$ cat config.mk
export PLATFORM = sky130hd
export DESIGN_NAME = bus_arbiter_2m2s_flat
export DESIGN_NICKNAME = d
export VERILOG_FILES = /design/src/rtl/bus_pkg.sv /design/src/rtl/bus_arbiter_2m2s_if.sv /design/src/rtl/bus_addr_decoder.sv /design/src/rtl/bus_arbiter_2m2s.sv /design/src/flat_wrapper.sv
export SDC_FILE = /design/constraint.sdc
export NUM_CORES = 1
export LEC_CHECK = 0
export ABC_AREA = 1
export ABC_CLOCK_PERIOD_IN_PS = 2300
export BUFFER_PORTS_ARGS = -buffer_cell sky130_fd_sc_hd__clkbuf_2
export CORE_AREA = 2 2 98 100
export DETAILED_ROUTE_END_ITERATION = 8
export DIE_AREA = 0 0 100 102
export PLACE_DENSITY = 0.62
export SYNTH_ARGS = -nofsm -noshare
export SYNTH_HDL_FRONTEND = slang
export SYNTH_SLANG_ARGS = --single-unit
$ cat constraint.sdc
create_clock -name clk -period 2.3 [get_ports clk]
set_clock_uncertainty 0.05 [all_clocks]
set_input_delay 0.46 -clock clk [delete_from_list [all_inputs] [get_ports clk]]
set_output_delay 0.46 -clock clk [all_outputs]
set_load 0.005 [all_outputs]
$ cat src/rtl/bus_pkg.sv
// Shared definitions for the two-master / two-slave system bus: widths,
// address map and grant-state encoding.
package bus_pkg;

    localparam int unsigned ADDR_W = 16;
    localparam int unsigned DATA_W = 32;

    // S0: 2K-word data memory; S1: 32-word DMAC register file.
    localparam logic [ADDR_W-1:0] S0_BASE = 16'h0000;
    localparam logic [ADDR_W-1:0] S0_MASK = 16'hF800;
    localparam logic [ADDR_W-1:0] S1_BASE = 16'h7000;
    localparam logic [ADDR_W-1:0] S1_MASK = 16'hFFE0;

    // Read-return select values, sampled as {s1_sel, s0_sel}.
    localparam logic [1:0] RSEL_NONE = 2'b00;
    localparam logic [1:0] RSEL_S0   = 2'b01;
    localparam logic [1:0] RSEL_S1   = 2'b10;

    typedef enum logic {
        M0_GRANT = 1'b0,
        M1_GRANT = 1'b1
    } grant_state_e;

endpackage

$ cat src/rtl/bus_arbiter_2m2s_if.sv
// Bus signal bundle between the two masters, the arbiter and the two slaves.
interface bus_arbiter_2m2s_if #(
    parameter int unsigned ADDR_W = bus_pkg::ADDR_W,
    parameter int unsigned DATA_W = bus_pkg::DATA_W
);
    logic              m0_req;
    logic              m0_wr;
    logic [ADDR_W-1:0] m0_addr;
    logic [DATA_W-1:0] m0_dout;
    logic              m0_grant;
    logic              m1_req;
    logic              m1_wr;
    logic [ADDR_W-1:0] m1_addr;
    logic [DATA_W-1:0] m1_dout;
    logic              m1_grant;
    logic [DATA_W-1:0] m_din;
    logic              s0_sel;
    logic              s1_sel;
    logic [ADDR_W-1:0] s_addr;
    logic              s_wr;
    logic [DATA_W-1:0] s_din;
    logic [DATA_W-1:0] s0_dout;
    logic [DATA_W-1:0] s1_dout;

    // Everything around the arbiter: masters and slave devices.
    modport master (
        output m0_req, m0_wr, m0_addr, m0_dout,
        output m1_req, m1_wr, m1_addr, m1_dout,
        output s0_dout, s1_dout,
        input  m0_grant, m1_grant, m_din,
        input  s0_sel, s1_sel, s_addr, s_wr, s_din
    );

    // The arbiter itself.
    modport slave (
        input  m0_req, m0_wr, m0_addr, m0_dout,
        input  m1_req, m1_wr, m1_addr, m1_dout,
        input  s0_dout, s1_dout,
        output m0_grant, m1_grant, m_din,
        output s0_sel, s1_sel, s_addr, s_wr, s_din
    );

endinterface

$ cat src/rtl/bus_addr_decoder.sv
// Combinational address decoder: maps the muxed bus address to slave selects.
module bus_addr_decoder
    import bus_pkg::*;
#(
    parameter logic [ADDR_W-1:0] S0_B = S0_BASE,
    parameter logic [ADDR_W-1:0] S0_M = S0_MASK,
    parameter logic [ADDR_W-1:0] S1_B = S1_BASE,
    parameter logic [ADDR_W-1:0] S1_M = S1_MASK
) (
    input  logic [ADDR_W-1:0] s_addr,
    output logic              s0_sel,
    output logic              s1_sel
);

    logic hit0;
    logic hit1;

    always_comb begin
        hit0   = ((s_addr & S0_M) == S0_B);
        hit1   = ((s_addr & S1_M) == S1_B);
        s0_sel = hit0;
        // Memory has priority should a misconfigured map ever overlap.
        s1_sel = hit1 & ~hit0;
    end

endmodule

$ cat src/rtl/bus_arbiter_2m2s.sv
// Two-master, two-slave bus arbiter: non-preemptive grant FSM, address/data
// mux, slave decode and one-cycle pipelined read-data return.
module bus_arbiter_2m2s
    import bus_pkg::*;
(
    input  logic clk,
    input  logic reset,
    bus_arbiter_2m2s_if.slave bus
);

    grant_state_e      state_q, state_d;
    logic [1:0]        rsel_q;
    logic [ADDR_W-1:0] s_addr;
    logic              wr_mux;
    logic              s0_sel;
    logic              s1_sel;

    always_ff @(posedge clk or posedge reset) begin
        if (reset) begin
            state_q <= M0_GRANT;
            rsel_q  <= RSEL_NONE;
        end else begin
            state_q <= state_d;
            rsel_q  <= {s1_sel, s0_sel};
        end
    end

    always_comb begin
        state_d = state_q;
        case (state_q)
            M0_GRANT: if (!bus.m0_req && bus.m1_req) state_d = M1_GRANT;
            M1_GRANT: if (!bus.m1_req) state_d = M0_GRANT;
            default:  state_d = M0_GRANT;
        endcase
    end

    always_comb begin
        bus.m0_grant = (state_q == M0_GRANT);
        bus.m1_grant = (state_q == M1_GRANT);
        if (state_q == M1_GRANT) begin
            s_addr    = bus.m1_addr;
            wr_mux    = bus.m1_wr;
            bus.s_din = bus.m1_dout;
        end else begin
            s_addr    = bus.m0_addr;
            wr_mux    = bus.m0_wr;
            bus.s_din = bus.m0_dout;
        end
    end

    bus_addr_decoder u_dec (
        .s_addr (s_addr),
        .s0_sel (s0_sel),
        .s1_sel (s1_sel)
    );

    always_comb begin
        bus.s_addr = s_addr;
        bus.s0_sel = s0_sel;
        bus.s1_sel = s1_sel;
        // Writes to unmapped addresses are dropped.
        bus.s_wr   = wr_mux & (s0_sel | s1_sel);
        case (rsel_q)
            RSEL_S0: bus.m_din = bus.s0_dout;
            RSEL_S1: bus.m_din = bus.s1_dout;
            default: bus.m_din = '0;
        endcase
    end

endmodule
$ cat src/flat_wrapper.sv
// flat-port wrapper written by rule: the top's interface ports become plain ports
module bus_arbiter_2m2s_flat import bus_pkg::*;
  (clk, reset, bus_m0_req, bus_m0_wr, bus_m0_addr, bus_m0_dout, bus_m1_req, bus_m1_wr, bus_m1_addr, bus_m1_dout, bus_s0_dout, bus_s1_dout, bus_m0_grant, bus_m1_grant, bus_m_din, bus_s0_sel, bus_s1_sel, bus_s_addr, bus_s_wr, bus_s_din);
  bus_arbiter_2m2s_if bus_i ();
  input  logic clk;
  input  logic reset;
  input wire logic [$bits(bus_i.m0_req)-1:0] bus_m0_req;
  input wire logic [$bits(bus_i.m0_wr)-1:0] bus_m0_wr;
  input wire logic [$bits(bus_i.m0_addr)-1:0] bus_m0_addr;
  input wire logic [$bits(bus_i.m0_dout)-1:0] bus_m0_dout;
  input wire logic [$bits(bus_i.m1_req)-1:0] bus_m1_req;
  input wire logic [$bits(bus_i.m1_wr)-1:0] bus_m1_wr;
  input wire logic [$bits(bus_i.m1_addr)-1:0] bus_m1_addr;
  input wire logic [$bits(bus_i.m1_dout)-1:0] bus_m1_dout;
  input wire logic [$bits(bus_i.s0_dout)-1:0] bus_s0_dout;
  input wire logic [$bits(bus_i.s1_dout)-1:0] bus_s1_dout;
  output wire logic [$bits(bus_i.m0_grant)-1:0] bus_m0_grant;
  output wire logic [$bits(bus_i.m1_grant)-1:0] bus_m1_grant;
  output wire logic [$bits(bus_i.m_din)-1:0] bus_m_din;
  output wire logic [$bits(bus_i.s0_sel)-1:0] bus_s0_sel;
  output wire logic [$bits(bus_i.s1_sel)-1:0] bus_s1_sel;
  output wire logic [$bits(bus_i.s_addr)-1:0] bus_s_addr;
  output wire logic [$bits(bus_i.s_wr)-1:0] bus_s_wr;
  output wire logic [$bits(bus_i.s_din)-1:0] bus_s_din;
  assign bus_i.m0_req = bus_m0_req;
  assign bus_i.m0_wr = bus_m0_wr;
  assign bus_i.m0_addr = bus_m0_addr;
  assign bus_i.m0_dout = bus_m0_dout;
  assign bus_i.m1_req = bus_m1_req;
  assign bus_i.m1_wr = bus_m1_wr;
  assign bus_i.m1_addr = bus_m1_addr;
  assign bus_i.m1_dout = bus_m1_dout;
  assign bus_i.s0_dout = bus_s0_dout;
  assign bus_i.s1_dout = bus_s1_dout;
  assign bus_m0_grant = bus_i.m0_grant;
  assign bus_m1_grant = bus_i.m1_grant;
  assign bus_m_din = bus_i.m_din;
  assign bus_s0_sel = bus_i.s0_sel;
  assign bus_s1_sel = bus_i.s1_sel;
  assign bus_s_addr = bus_i.s_addr;
  assign bus_s_wr = bus_i.s_wr;
  assign bus_s_din = bus_i.s_din;
  bus_arbiter_2m2s u_core (.clk(clk), .reset(reset), .bus(bus_i));
endmodule
==> results.json, run 1 <==
{
  "status": "completed",
  "crit_top_cell": "buf_4",
  "yosys-top-cells-count": "nand2_1, a21oi_1, inv_1",
  "crit_buf_inv": 3,
  "drt_drc_violations_left": 0,
  "combPwrFrac": 0.661,
  "cts_setup_buffers": 0,
  "routabilityCongestion": 0.831,
  "n_fill_cell": 1091,
  "startpoint": "u_core.bus.m1_grant",
  "dp.cells": 654,
  "drive_above_1_share": 0.481,
  "fmax_mhz": 480,
  "cts_tree": "yes",
  "synth_nets": 474,
  "crit_arrival_ns": 1.57,
  "relSlewSlack": 0.746,
  "leakage_nw": 1.77,
  "htreeDepth": 1,
  "fp.dieW_um": 100,
  "ir_worst_vdd_mv": 0.103,
  "switching_share": 0.388,
  "synth_cell_types": 17,
  "path_clk_slew_ns": 0.03,
  "grt_pass1_wl_mm": 10.6,
  "fp.dieArea_mm2": 0.0102,
  "grt_antenna_before_repair": 0,
  "vias": 2665,
  "vias_per_cell": 4.05,
  "post-synth-top-count-cell": "nand2_1",
  "final.setup.worst_slack_ns": 0.218,
  "tns_ns": 0,
  "wl_per_cell_um": 11.1,
  "cts_hold_buffers": 0,
  "pwr-share-seq": 0.093,
  "coreArea_mm2": 0.00911,
  "insertion_delay_ns": 0.21,
  "drv_slew": 0,
  "cts_root_buf": "clkbuf_8",
  "crit_type": "flip-flop to output port",
  "r2r.worst_path.cells": 6,
  "io_buffers": 250,
  "slowest_delay_ns": 0.37,
  "hold_viol_final": 0,
  "clockPowerShare": 0.246,
  "numClockSinks": 3,
  "dr.first_iter.drc_count": 64,
  "yosysTopAreaCellShare": 0.604,
  "yosys-top-cells-area": "nand2_1, a21oi_1, inv_1",
  "r2r_start": "u_core.bus.m1_grant",
  "cts_max_path_buffers": 2,
  "area_growth_pct": 106,
  "synth-seq-cells": 3,
  "cts_buffers": 3,
  "ys_warn_count": 0,
  "antenna_cells": 0,
  "ys_seq_area_frac": 0.0570,
  "netlist_instances": 306,
  "rsz0062_at_grt": "false",
  "start_util": 0.145,
  "grt_max_degree": 39,
  "synth_edf_count": 0,
  "post_cts_resized": 0,
  "num_rows": 35,
  "hp-class": "input pin to async pin",
  "cp-end-kind": "output port",
  "antenna_left": 0,
  "place_ws_ns": 0.432,
  "crit_required_ns": 1.79,
  "cap_violations": 0,
  "io_pins": 251,
  "worstPathMaxFanout": 38,
  "crit_slowest_cell": "buf_4",
  "startpoint_type": "flip-flop",
  "synth_area_mm2": 0.00132,
  "first_global_vias": 2404,
  "final_cells": 658,
  "nets": 716,
  "yosys.area.top_type": "nand2_1",
  "crit_chain": "buf_4 > buf_4 > mux2i_1 > a21oi_1 > clkbuf_2",
  "dp_hpwl_mm": 6.54,
  "fin_crit_sh": 0.905,
  "wirelength_mm": 7.30,
  "p_sw_uw": 236,
  "internal-power_uw": 373,
  "first_pass_iters": 4,
  "syn_area_per_cell_um2": 4.31,
  "setup_violations": 0,
  "die_h_um": 102,
  "tightestPinTransition_ns": 0.381,
  "fin_crit_ns": 2.08,
  "async_flop_share": 1.00,
  "power_density_mw_per_mm2": 224,
  "path_depth": 5,
  "track_usage": 0.126,
  "ys.flop_type": "dfrtp_1",
  "gr-total-overflow": 0,
  "cp_top_family": "buffers and inverters"
}
-- worst register-to-register path, cell delays in order, from the launching register on --
cell     delay (ns)
dfrtp_1        0.39
inv_2          0.19
nand2_1        0.09
nand2_1        0.11
nand2_1        0.07
nor2_1         0.11
and3_1         0.20
-- per-layer routing --
layer | up-vias | track usage | part of all wire
li1 | 1396 | - | -
met2 | 158 | 0.252 | 0.51
met1 | 1107 | 0.140 | 0.38
met3 | 4 | 0.0226 | 0.099
met5 | - | 0 | 0
met4 | 0 | 0.0253 | 0.0090
-- power by group through the flow --
stage               Combinational, mW  Clock (mW)  Sequential [mW]
finish                          0.403       0.150           0.0564
global route                    0.456       0.166           0.0567
CTS                             0.411       0.154           0.0564
detailed placement              0.409           0           0.0570
global placement                0.409           0           0.0569
floorplan                       0.157           0           0.0577
-- final timing paths --
path	endpoint	slack (ns)
max reg2reg	u_core.rsel_q[1]	1.02
min reg2reg	u_core.bus.m1_grant	0.66
min	u_core.rsel_q[1]	0.04
max	bus_s_wr	0.22
min in group clk	u_core.bus.m1_grant	0.39
max in group asynchronous	u_core.bus.m1_grant	2.03
-- through the flow --
step | utilization | hold WS (ns) | instance area (µm²) | total power [mW]
6_report | 0.298 | 0.0377 | 2720 | 0.610
5_1_grt | 0.298 | 0.0524 | 2720 | 0.678
4_1_cts | 0.298 | 0.0395 | 2720 | 0.622
3_5_place_dp | 0.293 | 0.265 | 2670 | 0.466
3_3_place_gp | 0.293 | 0.265 | 2670 | 0.465
2_1_floorplan | - | 0.164 | 1320 | 0.215
-- placed cells by master, fill, tap and decap left out --
master,count
ha_1,2
a21oi_1,33
clkbuf_2,250
buf_12,1
a21boi_0,1
mux2i_1,1
nand3_1,1
inv_1,25
dfrtp_1,3
nor3_2,1
inv_2,1
nor2_1,4
buf_4,5
nand2_1,212
and3_1,1
clkbuf_1,1
nand2_2,2
clkbuf_8,3
-- cell families after synthesis --
group,count (synthesis),share of synthesized area
simple gates,221,0.641
buf+inv,45,0.144
compound gates,34,0.131
flops,3,0.0570
fa+ha+maj,2,0.0190
mux,1,0.00760
-- sequential cells by signal, indices dropped and copies added, names as in the netlist --
name / count
u_core.rsel_q: 2
u_core.bus.m1_grant: 1
-- layout make-up --
cell class / count / area [µm²] / area share
clock buffer: 4 / 45.0 / 0.0166
inverter: 26 / 97.6 / 0.0359
multi-input combinational: 258 / 1050 / 0.387
sequential: 3 / 75.1 / 0.0276
tap: 111 / 139 / 0.0511
timing repair buffer: 256 / 1310 / 0.482
Power figures use the tool's default switching activity.
==> run 2: changes to the inputs <==
--- a/config.mk
+++ b/config.mk
@@ -7,7 +7,7 @@
 export LEC_CHECK = 0
 export ABC_AREA = 1
 export ABC_CLOCK_PERIOD_IN_PS = 2300
-export BUFFER_PORTS_ARGS = -buffer_cell sky130_fd_sc_hd__clkbuf_2
+export BUFFER_PORTS_ARGS = -buffer_cell sky130_fd_sc_hd__buf_4
 export CORE_AREA = 2 2 98 100
 export DETAILED_ROUTE_END_ITERATION = 8
 export DIE_AREA = 0 0 100 102
==> results.json, run 2 (synthesis gave the netlist of run 1 again) <==
{
  "status": "completed",
  "rsz0062_at_grt": "false",
  "dp_hpwl_mm": 6.95,
  "n_fill_cell": 987,
  "multiInputGateArea_mm2": 0.00105,
  "routabilityCongestion": 0.823,
  "largest_register_ff_count": 2,
  "final_cells": 658,
  "final_util": 0.366,
  "fp.dieArea_mm2": 0.0102,
  "dr.first_iter.drc_count": 60,
  "cap_violations": 0,
  "cp-endpoint": "bus_s_wr",
  "setup_violations": 0,
  "combPwrFrac": 0.715,
  "fin_crit_sh": 0.931,
  "place_area_mm2": 0.00329,
  "startpoint_type": "flip-flop",
  "drive_above_1_share": 0.481,
  "cts_tree": "yes",
  "startpoint": "u_core.bus.m1_grant",
  "cts_hold_buffers": 0,
  "fmax_mhz": 467,
  "antenna_left": 0,
  "wl_per_cell_um": 12.2,
  "r2r.worst_path.cells": 6,
  "track_usage": 0.135,
  "power_density_mw_per_mm2": 220,
  "cts_root_buf": "clkbuf_8",
  "leakage_nw": 1.94,
  "seqCellArea_um2": 75.1,
  "hold_slack_ns": 0.0655,
  "numClockSinks": 3,
  "ir_worst_vdd_mv": 0.103,
  "final_common_cell": "buf_4",
  "wirelength_mm": 8.01,
  "relSlewSlack": 0.748,
  "antenna_cells": 0,
  "cp-end-kind": "output port",
  "switching_share": 0.330,
  "top_register": "u_core.rsel_q",
  "crit_type": "flip-flop to output port",
  "start_util": 0.145,
  "cts_max_path_buffers": 2,
  "cts_buffers": 3,
  "hp-class": "input pin to async pin",
  "clockPowerShare": 0.207,
  "internal-power_uw": 492,
  "io_buffers": 250,
  "worstPathMaxFanout": 13,
  "path_clk_slew_ns": 0.03,
  "grt_pass1_wl_mm": 11.3,
  "pwr-share-seq": 0.078,
  "tightestPinTransition_ns": 0.378,
  "htreeDepth": 1,
  "crit_arrival_ns": 1.63,
  "num_rows": 35,
  "grt_max_degree": 39,
  "hold_viol_final": 0,
  "drt_drc_violations_left": 0,
  "cts_setup_buffers": 0,
  "vias": 2711,
  "most-common-layout-cells": "buf_4, nand2_1, a21oi_1",
  "first_global_vias": 2494,
  "crit_required_ns": 1.79,
  "insertion_delay_ns": 0.21,
  "rr_endpoint": "u_core.rsel_q[1]",
  "nets": 716,
  "post_cts_resized": 0,
  "area_growth_pct": 153,
  "die_h_um": 102,
  "drv_slew": 0,
  "vias_per_cell": 4.12,
  "r2r_start": "u_core.bus.m1_grant",
  "fin_crit_ns": 2.14,
  "dp.cells": 654,
  "io_pins": 251,
  "p_sw_uw": 242,
  "design_area_mm2": 0.00333,
  "ff2ff_setup_slack_ns": 0.97,
  "grt_antenna_before_repair": 0,
  "fp.dieW_um": 100,
  "tns_ns": 0,
  "gr-total-overflow": 0,
  "first_pass_iters": 4,
  "coreArea_mm2": 0.00911
}
==> run 2: through the flow <==
stage	setup WS [ns]	total power, mW
floorplan	0.669	0.215
global placement	0.444	0.586
detailed placement	0.400	0.588
CTS	0.170	0.745
global route	0.0395	0.796
finish	0.159	0.733
==> run 2: worst min path at each step <==
stage / depth (start not counted) / end
floorplan: 1 / u_core.bus.m1_grant
global placement: 2 / u_core.rsel_q[0]
detailed placement: 2 / u_core.rsel_q[1]
CTS: 2 / u_core.rsel_q[1]
global route: 2 / u_core.bus.m1_grant
finish: 2 / u_core.rsel_q[1]
==> run 2: metal layers <==
layer,up-vias,track usage,wire [µm]
met2,152,0.265,4150
met3,6,0.0363,928
li1,1396,-,-
met5,-,0,0
met4,0,0.0295,101
met1,1157,0.145,2830
==> run 2: critical path: stages, from the launching register on <==
cell	delay (ns)
dfrtp_1	0.42
inv_2	0.22
nand2_1	0.08
nand2_1	0.11
nand2_1	0.07
nor2_1	0.12
nand3_1	0.10
a21oi_1	0.17
buf_4	0.14
==> run 2: power groups by stage <==
| stage | Combinational, mW | Sequential (mW) | Clock (mW) |
|---|---|---|---|
| final | 0.524 | 0.0571 | 0.152 |
| after global routing | 0.576 | 0.0576 | 0.162 |
| after CTS | 0.532 | 0.0572 | 0.156 |
| after detailed placement | 0.530 | 0.0578 | 0 |
| after global placement | 0.528 | 0.0574 | 0 |
| after floorplan | 0.157 | 0.0577 | 0 |
==> run 2: area by class of cell <==
type | instances | share of cell area
repair buffers | 256 | 0.577
clock buffers | 4 | 0.0135
well taps | 111 | 0.0417
multi-input cells | 258 | 0.316
inverters | 26 | 0.0293
flip-flops and latches | 3 | 0.0225
==> run 3: changes to the inputs <==
--- a/config.mk
+++ b/config.mk
@@ -8,10 +8,13 @@
 export ABC_AREA = 1
 export ABC_CLOCK_PERIOD_IN_PS = 2300
 export BUFFER_PORTS_ARGS = -buffer_cell sky130_fd_sc_hd__buf_4
-export CORE_AREA = 2 2 98 100
+export CELL_PAD_IN_SITES_DETAIL_PLACEMENT = 1
+export CELL_PAD_IN_SITES_GLOBAL_PLACEMENT = 1
+export CORE_MARGIN = 2
+export CORE_UTILIZATION = 14
 export DETAILED_ROUTE_END_ITERATION = 8
-export DIE_AREA = 0 0 100 102
-export PLACE_DENSITY = 0.62
+export PLACE_DENSITY = 0.95
+export SLEW_MARGIN = 15
 export SYNTH_ARGS = -nofsm -noshare
 export SYNTH_HDL_FRONTEND = slang
 export SYNTH_SLANG_ARGS = --single-unit
==> results.json, run 3 (synthesis gave the netlist of run 1 again) <==
{
  "first_pass_iters": 4,
  "internal-power_uw": 492,
  "cts_max_path_buffers": 2,
  "io_buffers": 250,
  "area_growth_pct": 153,
  "top_register": "u_core.rsel_q",
  "switching_share": 0.334,
  "post_cts_resized": 0,
  "crit_type": "flip-flop to output port",
  "fp.dieW_um": 101,
  "leakage_nw": 1.94,
  "first_global_vias": 2935,
  "r2r_start": "u_core.bus.m1_grant",
  "grt_antenna_before_repair": 0,
  "relSlewSlack": 0.784,
  "ff2ff_setup_slack_ns": 0.92,
  "final_util": 0.362,
  "grt_pass1_wl_mm": 13.3,
  "htreeDepth": 1,
  "hold_slack_ns": 0.0706,
  "startpoint_type": "flip-flop",
  "wl_per_cell_um": 13.5,
  "cts_tree": "yes",
  "crit_required_ns": 1.79,
  "combPwrFrac": 0.721,
  "hold_viol_final": 0,
  "drive_above_1_share": 0.481,
  "drv_slew": 0,
  "coreArea_mm2": 0.00920,
  "place_ws_ns": 0.375,
  "grt_max_degree": 33,
  "start_util": 0.143,
  "rsz0062_at_grt": "false",
  "die_h_um": 101,
  "cts_buffers": 3,
  "setup_violations": 0,
  "num_rows": 35,
  "crit_chain": "inv_2 > nand2_1 > nand2_1 > nand2_1 > nor2_1 > nand3_1 > a21oi_1 > buf_4",
  "crit_top_cell": "nand2_1",
  "insertion_delay_ns": 0.21,
  "antenna_cells": 0,
  "rr_endpoint": "u_core.rsel_q[1]",
  "r2r.worst_path.cells": 6,
  "drt_drc_violations_left": 0,
  "numClockSinks": 3,
  "fmax_mhz": 465,
  "fin_crit_sh": 0.935,
  "dp_hpwl_mm": 7.81,
  "most-common-layout-cells": "buf_4, nand2_1, a21oi_1",
  "gr-total-overflow": 0,
  "slowest_delay_ns": 0.38,
  "fp.dieArea_mm2": 0.0102,
  "tightestPinTransition_ns": 0.324,
  "pwr-share-seq": 0.076,
  "final_common_cell": "buf_4",
  "antenna_left": 0,
  "tns_ns": 0,
  "power_density_mw_per_mm2": 222,
  "track_usage": 0.160,
  "n_fill_cell": 1252,
  "final.setup.worst_slack_ns": 0.149,
  "status": "completed",
  "wirelength_mm": 8.91,
  "hp-class": "input pin to async pin",
  "cap_violations": 0,
  "crit_arrival_ns": 1.64,
  "largest_register_ff_count": 2,
  "io_pins": 251,
  "worstPathMaxFanout": 19,
  "fin_crit_ns": 2.15,
  "vias": 2823,
  "cp-end-kind": "output port",
  "dr.first_iter.drc_count": 22,
  "vias_per_cell": 4.29,
  "clockPowerShare": 0.203,
  "ir_worst_vdd_mv": 0.0946,
  "p_sw_uw": 247,
  "cts_root_buf": "clkbuf_8",
  "crit_slowest_cell": "dfrtp_1",
  "path_clk_slew_ns": 0.03,
  "cts_setup_buffers": 0,
  "nets": 716,
  "cts_hold_buffers": 0,
  "routabilityCongestion": 0.833
}
## run 3: cell counts in the layout (fill, tap and decap cells not counted)
Identical to the previous run, type by type.
## run 3: area by class of cell
type / instances / area (µm²) / share of cell area
Clock buffer: 4 / 45.0 / 0.0135
Inverter: 26 / 97.6 / 0.0293
Multi-Input combinational cell: 258 / 1050 / 0.316
Sequential cell: 3 / 75.1 / 0.0225
Tap cell: 111 / 139 / 0.0417
Timing Repair Buffer: 256 / 1920 / 0.577
## run 3: worst max path at each step
stage | start | endpoint | cells after the start
floorplan | u_core.bus.m1_grant | bus_s_din[17] | 6
global placement | u_core.bus.m1_grant | bus_s_wr | 8
detailed placement | u_core.bus.m1_grant | bus_s_wr | 8
CTS | u_core.bus.m1_grant | bus_s_wr | 8
global route | u_core.bus.m1_grant | bus_s_wr | 8
finish | u_core.bus.m1_grant | bus_s_wr | 8
## run 3: routing by layer
layer / global-route usage / wire length, µm
met1: 0.162 / 3080
met2: 0.317 / 4720
met3: 0.0451 / 956
met4: 0.0395 / 155
met5: 0 / 0
## run 3: per-stage QoR
step                      power, mW  instances  area [µm²]
after floorplan               0.215        306        1320
after global placement        0.580        654        3290
after detailed placement      0.596        654        3290
after CTS                     0.750        658        3330
after global routing          0.801        658        3330
final                         0.738        658        3330
## run 3: power groups by stage
stage | Sequential (mW) | Clock (mW) | Combinational [mW]
floorplan | 0.0577 | 0 | 0.157
global placement | 0.0566 | 0 | 0.523
detailed placement | 0.0568 | 0 | 0.539
CTS | 0.0562 | 0.154 | 0.540
global route | 0.0563 | 0.158 | 0.586
finish | 0.0561 | 0.150 | 0.532
## run 3: worst max-delay path, delay by kind of cell (launching register included)
kind                   cells  cell delay (ns)
AND/OR/NAND/NOR            5             0.53
buffers and inverters      2             0.39
flip-flops                 1             0.38
AO/OA/AOI/OAI              1             0.14
